[src/rtl/serial_adder_pkg.sv]
// Shared types and sizing helpers for the LSB-first bit-serial adder.
package serial_adder_pkg;

  localparam int WIDTH_MIN = 2;
  localparam int WIDTH_MAX = 32;

  typedef enum logic [1:0] {
    IDLE  = 2'd0,
    SHIFT = 2'd1,
    DONE  = 2'd2
  } state_t;

  function automatic int cnt_width(input int width);
    return $clog2(width);
  endfunction

endpackage

[src/rtl/serial_adder_full_adder_cell.sv]
// Single-bit full adder; the only arithmetic logic in the serial adder.
module full_adder_cell (
  input  logic x,
  input  logic y,
  input  logic cin,
  output logic s,
  output logic cout
);

  assign s    = x ^ y ^ cin;
  assign cout = (x & y) | (x & cin) | (y & cin);

endmodule

[src/rtl/serial_adder.sv]
// Bit-serial adder: one sum bit per clock through a single full-adder cell.
//   state | meaning
//   IDLE  | waiting for start; operands captured on the accepted edge
//   SHIFT | one operand bit pair resolved per edge, LSB first
//   DONE  | one-cycle done pulse; sum/carry hold the new result
module serial_adder
  import serial_adder_pkg::*;
#(
  parameter int WIDTH = 8
) (
  input  logic             clk,
  input  logic             rst_n,
  input  logic             start,
  input  logic [WIDTH-1:0] a,
  input  logic [WIDTH-1:0] b,
  output logic             busy,
  output logic             done,
  output logic [WIDTH-1:0] sum,
  output logic             carry
);

  localparam int CW = cnt_width(WIDTH);

  generate
    if (WIDTH < WIDTH_MIN || WIDTH > WIDTH_MAX) begin : g_bad_width
      $error("serial_adder: WIDTH out of range");
    end
  endgenerate

  state_t           state, state_nxt;
  logic [WIDTH-1:0] a_sr, b_sr, psum;
  logic             c_int;
  logic [CW-1:0]    cnt;
  logic             cell_s, cell_cout;
  logic             last_bit;

  assign last_bit = (cnt == CW'(WIDTH - 1));

  full_adder_cell u_cell (
    .x   (a_sr[0]),
    .y   (b_sr[0]),
    .cin (c_int),
    .s   (cell_s),
    .cout(cell_cout)
  );

  always_ff @(posedge clk or negedge rst_n) begin
    if (!rst_n) state <= IDLE;
    else        state <= state_nxt;
  end

  always_comb begin
    state_nxt = state;
    case (state)
      IDLE:    if (start) state_nxt = SHIFT;
      SHIFT:   if (last_bit) state_nxt = DONE;
      DONE:    state_nxt = IDLE;
      default: state_nxt = IDLE;
    endcase
  end

  assign busy = (state != IDLE);
  assign done = (state == DONE);

  // sum/carry only move on the completing edge so readers see the last result throughout
  always_ff @(posedge clk or negedge rst_n) begin
    if (!rst_n) begin
      a_sr  <= '0;
      b_sr  <= '0;
      psum  <= '0;
      c_int <= 1'b0;
      cnt   <= '0;
      sum   <= '0;
      carry <= 1'b0;
    end else begin
      case (state)
        IDLE: begin
          if (start) begin
            a_sr  <= a;
            b_sr  <= b;
            c_int <= 1'b0;
            cnt   <= '0;
          end
        end
        SHIFT: begin
          a_sr  <= a_sr >> 1;
          b_sr  <= b_sr >> 1;
          psum  <= {cell_s, psum[WIDTH-1:1]};
          c_int <= cell_cout;
          cnt   <= cnt + CW'(1);
          if (last_bit) begin
            sum   <= {cell_s, psum[WIDTH-1:1]};
            carry <= cell_cout;
          end
        end
        default: ;
      endcase
    end
  end

endmodule

[config.mk]
export PLATFORM = sky130hd
export DESIGN_NAME = serial_adder
export DESIGN_NICKNAME = d
export VERILOG_FILES = /design/src/rtl/serial_adder_pkg.sv /design/src/rtl/serial_adder_full_adder_cell.sv /design/src/rtl/serial_adder.sv
export SDC_FILE = /design/constraint.sdc
export NUM_CORES = 1
export LEC_CHECK = 0
export ABC_AREA = 1
export CAP_MARGIN = 20
export CELL_PAD_IN_SITES_DETAIL_PLACEMENT = 1
export CELL_PAD_IN_SITES_GLOBAL_PLACEMENT = 1
export CORE_ASPECT_RATIO = 1.25
export CORE_MARGIN = 2
export CORE_UTILIZATION = 33
export CTS_CLUSTER_DIAMETER = 150
export DETAILED_ROUTE_END_ITERATION = 12
export PLACE_DENSITY = 0.69
export RECOVER_POWER = 25
export SLEW_MARGIN = 40
export SYNTH_ARGS = -nofsm -noshare
export SYNTH_HDL_FRONTEND = slang
export SYNTH_SLANG_ARGS = --single-unit
[constraint.sdc]
create_clock -name clk -period 1.4 [get_ports clk]
set_input_delay 0.21 -clock clk [delete_from_list [all_inputs] [get_ports clk]]
set_output_delay 0.21 -clock clk [all_outputs]
set_load 0.005 [all_outputs]
# Yosys cells after proc, flatten, opt, wreduce, memory -nomap -nowiden
# Index checks and enable logic that the tools add are counted.
# Widths: inputs -> output; s select.
totals:
  regBits: 39
  input_bits: 19
  word_cells: 38
classes:
  n_addsub: 1
  eq_ne: 5
  muxes: 11
  bitwise_logic: 7
  reduce_logical: 6
ops:
  columns: ["cell", "n"]
  rows:
  - ["$pmux 8 s2", 2]
  - ["$mux 8", 2]
  - ["$pmux 3 s2", 1]
  - ["$reduce_and 2->1", 3]
  - ["$mux 2", 2]
  - ["$ne 2x2->1 const B", 2]
  - ["$pmux 2 s2", 1]
  - ["$reduce_bool 2->1", 2]
  - ["$add 3x1->3 const B", 1]
  - ["$and 1x1->1", 3]
  - ["$eq 3x3->1 const B", 1]
  - ["$mux 3", 1]
  - ["$eq 2x1->1 const B", 1]
  - ["$eq 2x2->1 const B", 1]
  - ["$logic_not 2->1", 1]
  - ["$or 1x1->1", 2]
  - ["$pmux 1 s2", 1]
  - ["$xor 1x1->1", 2]
  - ["$mux 1", 1]

# Depth between registers and ports, before layout
depth:
  word_depth: 4
  mapped_depth: 7
  mapped_depth_nobuf: 6

# By module
# From an unflattened synthesis, not the netlist that was laid out.
hier_totals:
  cells_unflattened: 204
  area_unflattened_um2: 1709.1
modules_own_cells:
  columns: ["mod", "n_inst", "cells_each", "area_each_um2", "seq_area_each_um2"]
  rows:
  - ["serial_adder", 1, 203, 1689.1, 950.9]
  - ["full_adder_cell", 1, 1, 20.0, 0.0]

# Worst setup path after synthesis
# No wires, ideal clock.
synth_timing:
  path_kind: "reg2reg"
  start: "reg cnt[0]"
  end: "reg sum[3]"
  setup_time_ns: 0.074
  t_arrival_ns: 1.125
  setup_slack_ns: 0.201
  path_stages_with_launch: 7
  synth_period_minus_slack_ns: 1.199
  cell_sequence: "dfrtp_1 -> ha_1 -> ha_1 -> nand2_4 -> buf_6 -> nand2_1 -> o21ai_2"
synth_between:
  elab_chain_len: 2
synth_lines:
  columns: ["element", "line_no", "source"]
  rows:
  - ["from (decl)", "serial_adder.sv:33", "logic [CW-1:0] cnt;"]
  - ["from (signal assigned)", "serial_adder.sv:90", "cnt <= cnt + CW'(1);"]
  - ["$eq 3x3->1", "serial_adder.sv:37", "assign last_bit = (cnt == CW'(WIDTH - 1));"]
  - ["$reduce_and 2->1 (no line)", null, null]
  - ["to (signal assigned)", "serial_adder.sv:92", "sum <= {cell_s, psum[WIDTH-1:1]};"]
  - ["to (decl)", "serial_adder.sv:18", "output logic [WIDTH-1:0] sum,"]
# Every way passes these cells.
# A chain may end at the register's enable or synchronous reset.

# Worst setup path in the final report
layout_timing:
  start: "reg carry"
  end: "out carry"
layout_lines:
  columns: ["element", "line_no", "source"]
  rows:
  - ["from (decl)", "serial_adder.sv:19", "output logic carry"]
  - ["from (signal assigned)", "serial_adder.sv:93", "carry <= cell_cout;"]
# No word-level cell between the ends.

==> results.ini <==
[clock_tree]
cts_htree_levels=2
cts_sinks=38
root_buffer=clkbuf_8
cts_buffers=5
path_clk_slew_ns=0.07
cts_tree=done
cts_buffer_depth=2
clock_latency_ns=0.29

[synthesis]
synth_area_leaders=dfrtp_1 (54%), nand2_1 (20%), inv_1 (7.6%)
synth-edff-count=0
synth_seq_area_share_pct=53.6
synthArstFlopShare_pct=100
synth_top_area_share_pct=53.6
post-synth-top-area-cell=dfrtp_1
synth_seq_cells=38
netlist_area_sq_mm=0.00177
yosysWarnings=0
synth_flop_cell=dfrtp_1
synth_cell_types=18
postSynthCellCount=217
yosysMostFrequentCell=nand2_1
synth_top_cells_by_count=nand2_1 (93), dfrtp_1 (38), inv_1 (36)
synth_fp_nets=239
synth.avg_cell_area_sq_um=8.18

[global_route]
grt_usage_pct=15.1
grt_pass1_vias=1547
antenna_found_initial=0
grt_pass1_wl_um=7090
grt_max_degree=22
grt-ovfl-total=0

[power_and_ir_drop]
p_total_uw=4930
p_leak_uw=0.00133
powerDensity_mw_per_mm2=2060
peakVddDrop_mv=0.963

[place]
dpl.hpwl_um=2800
gp_congestion=0.719
io_buffers=29

[setup_path]
path_buf_inv=1
end_kind=output pin
worstPathArrival_ns=1.14
critical_path_required_ns=1.19
critical_path.startpoint_type=flop
slowest_delay_ns=0.50
critPathKind=reg -> out
crit_chain=clkdlybuf4s50_1
path_delay_family=buffers and inverters
path_max_fanout=2
crit_slowest_cell=clkdlybuf4s50_1

[sta]
hold_viol_final=0
tightest_slew_ns=0.445
period_share_pct=96.5
setup_viol=0
fin_skew_ns=0.00692
rsz0062_at_grt=yes
min_period_ns=1.35
worst_hold_slack_ns=0.391
fmax_mhz=740
slew_violations=0
slew_headroom_pct=70.3

[job]
cap_violations=0

[routing]
ant_nets=0
wl_um=4050
drt_iter0_markers=74
drt_pass1_iterations=4
post_drt_via_cell_ratio=4.52
dr_wl_met2_um=1880
top_layer_used=met4
wl_per_cell_um=12.4
via_count=1473
dr_wl_met3_um=168
met1Wirelength_um=1940
route.detailed.drc=0

[layout]
area_growth_pct=34.6
nets=285
layout-drive-gt1-share_pct=15.2
n_fill_cell=621
antenna_cells=0

[outcome]
status=finished clean

[floorplan]
rows=29
die_h_um=86.0
die_x_um=69.6
start_util_pct=34.7
die-area_sq_mm=0.00598
io_pins=30
core_sq_mm=0.00512

[worst_hold_path]
hp-class=in -> async

state kept, by name, summed over array words and instances (netlist names):
name	cells
psum	7
state	2
sum	8
carry	1
b_sr	8
cnt	3
c_int	1
a_sr	8
path summary, 6_finish.rpt:
path                          start       to  slack (ns)  depth (start not counted)
max                           carry    carry        0.05                          1
min reg2reg                 psum[1]   sum[0]        0.48                          2
min in group clk            psum[1]   sum[0]        0.48                          2
max in group asynchronous     rst_n  b_sr[2]        0.30                          3
min                           rst_n   sum[4]        0.39                          2
max reg2reg                state[0]  a_sr[1]        0.07                          6
placed cells by master (no fill, tap or decap), types with 3 or more instances in the layout:
master	instances
buf_6	4
buf_4	9
dlymetal6s2s_1	4
dfrtp_1	38
o21ai_2	6
nand2_4	3
o21ai_0	9
inv_1	35
clkbuf_8	8
nand3_1	14
clkdlybuf4s50_1	22
nand2_1	93
cells by family (layout without fill, tap and decap cells):
group,after synthesis,count (layout),synth area share (%)
adder cells (fa/ha/maj),3,3,2.54
flip-flops,38,38,53.6
buffers and inverters,45,92,11.2
AND/OR/NAND/NOR,113,113,26.3
AO/OA/AOI/OAI,18,18,6.35
metrics by stage:
step           setup slack [ns]  cells  instance area (sq um)  setup TNS (ns)  util (%)
2_1_floorplan             0.201    217                   1770               0         -
3_3_place_gp             0.0643    312                   2190               0      42.9
3_5_place_dp             0.0489    312                   2190               0      42.9
4_1_cts                 0.00441    323                   2330               0      45.5
5_1_grt                 -0.0138    326                   2390         -0.0138      46.7
6_report                 0.0486    326                   2390               0      46.7
cell type report:
type,count,area (sq um),area share (%)
multi-input cells,134,641,26.8
clock buffers,8,110,4.61
inverters,37,144,6.03
well taps,62,77.6,3.25
repair buffers,47,464,19.4
flip-flops and latches,38,951,39.8
repair_timing:
item	4_1_cts	5_1_grt
buffers inserted	2	2
endpoints found under the setup margin	2	30
hold endpoints to repair	17	0
resized for setup	3	15
pin swaps	1	1
hold buffers	1	0
gates cloned	0	1
metal layers:
| metal | up-vias | global-route usage, % |
|---|---|---|
| met2 | 24 | 24.7 |
| met4 | 0 | 5.35 |
| met3 | 5 | 4.00 |
| met1 | 711 | 19.4 |
| met5 | - | 0 |
| li1 | 733 | - |
power by group:
group / leakage, uW / internal [uW] / total [uW] / switching (uW)
Combinational: 0.000798 / 998 / 2170 / 1170
Clock: 0.0000575 / 497 / 882 / 385
Sequential: 0.000474 / 1600 / 1870 / 277
(Power assumes the default switching activity.)
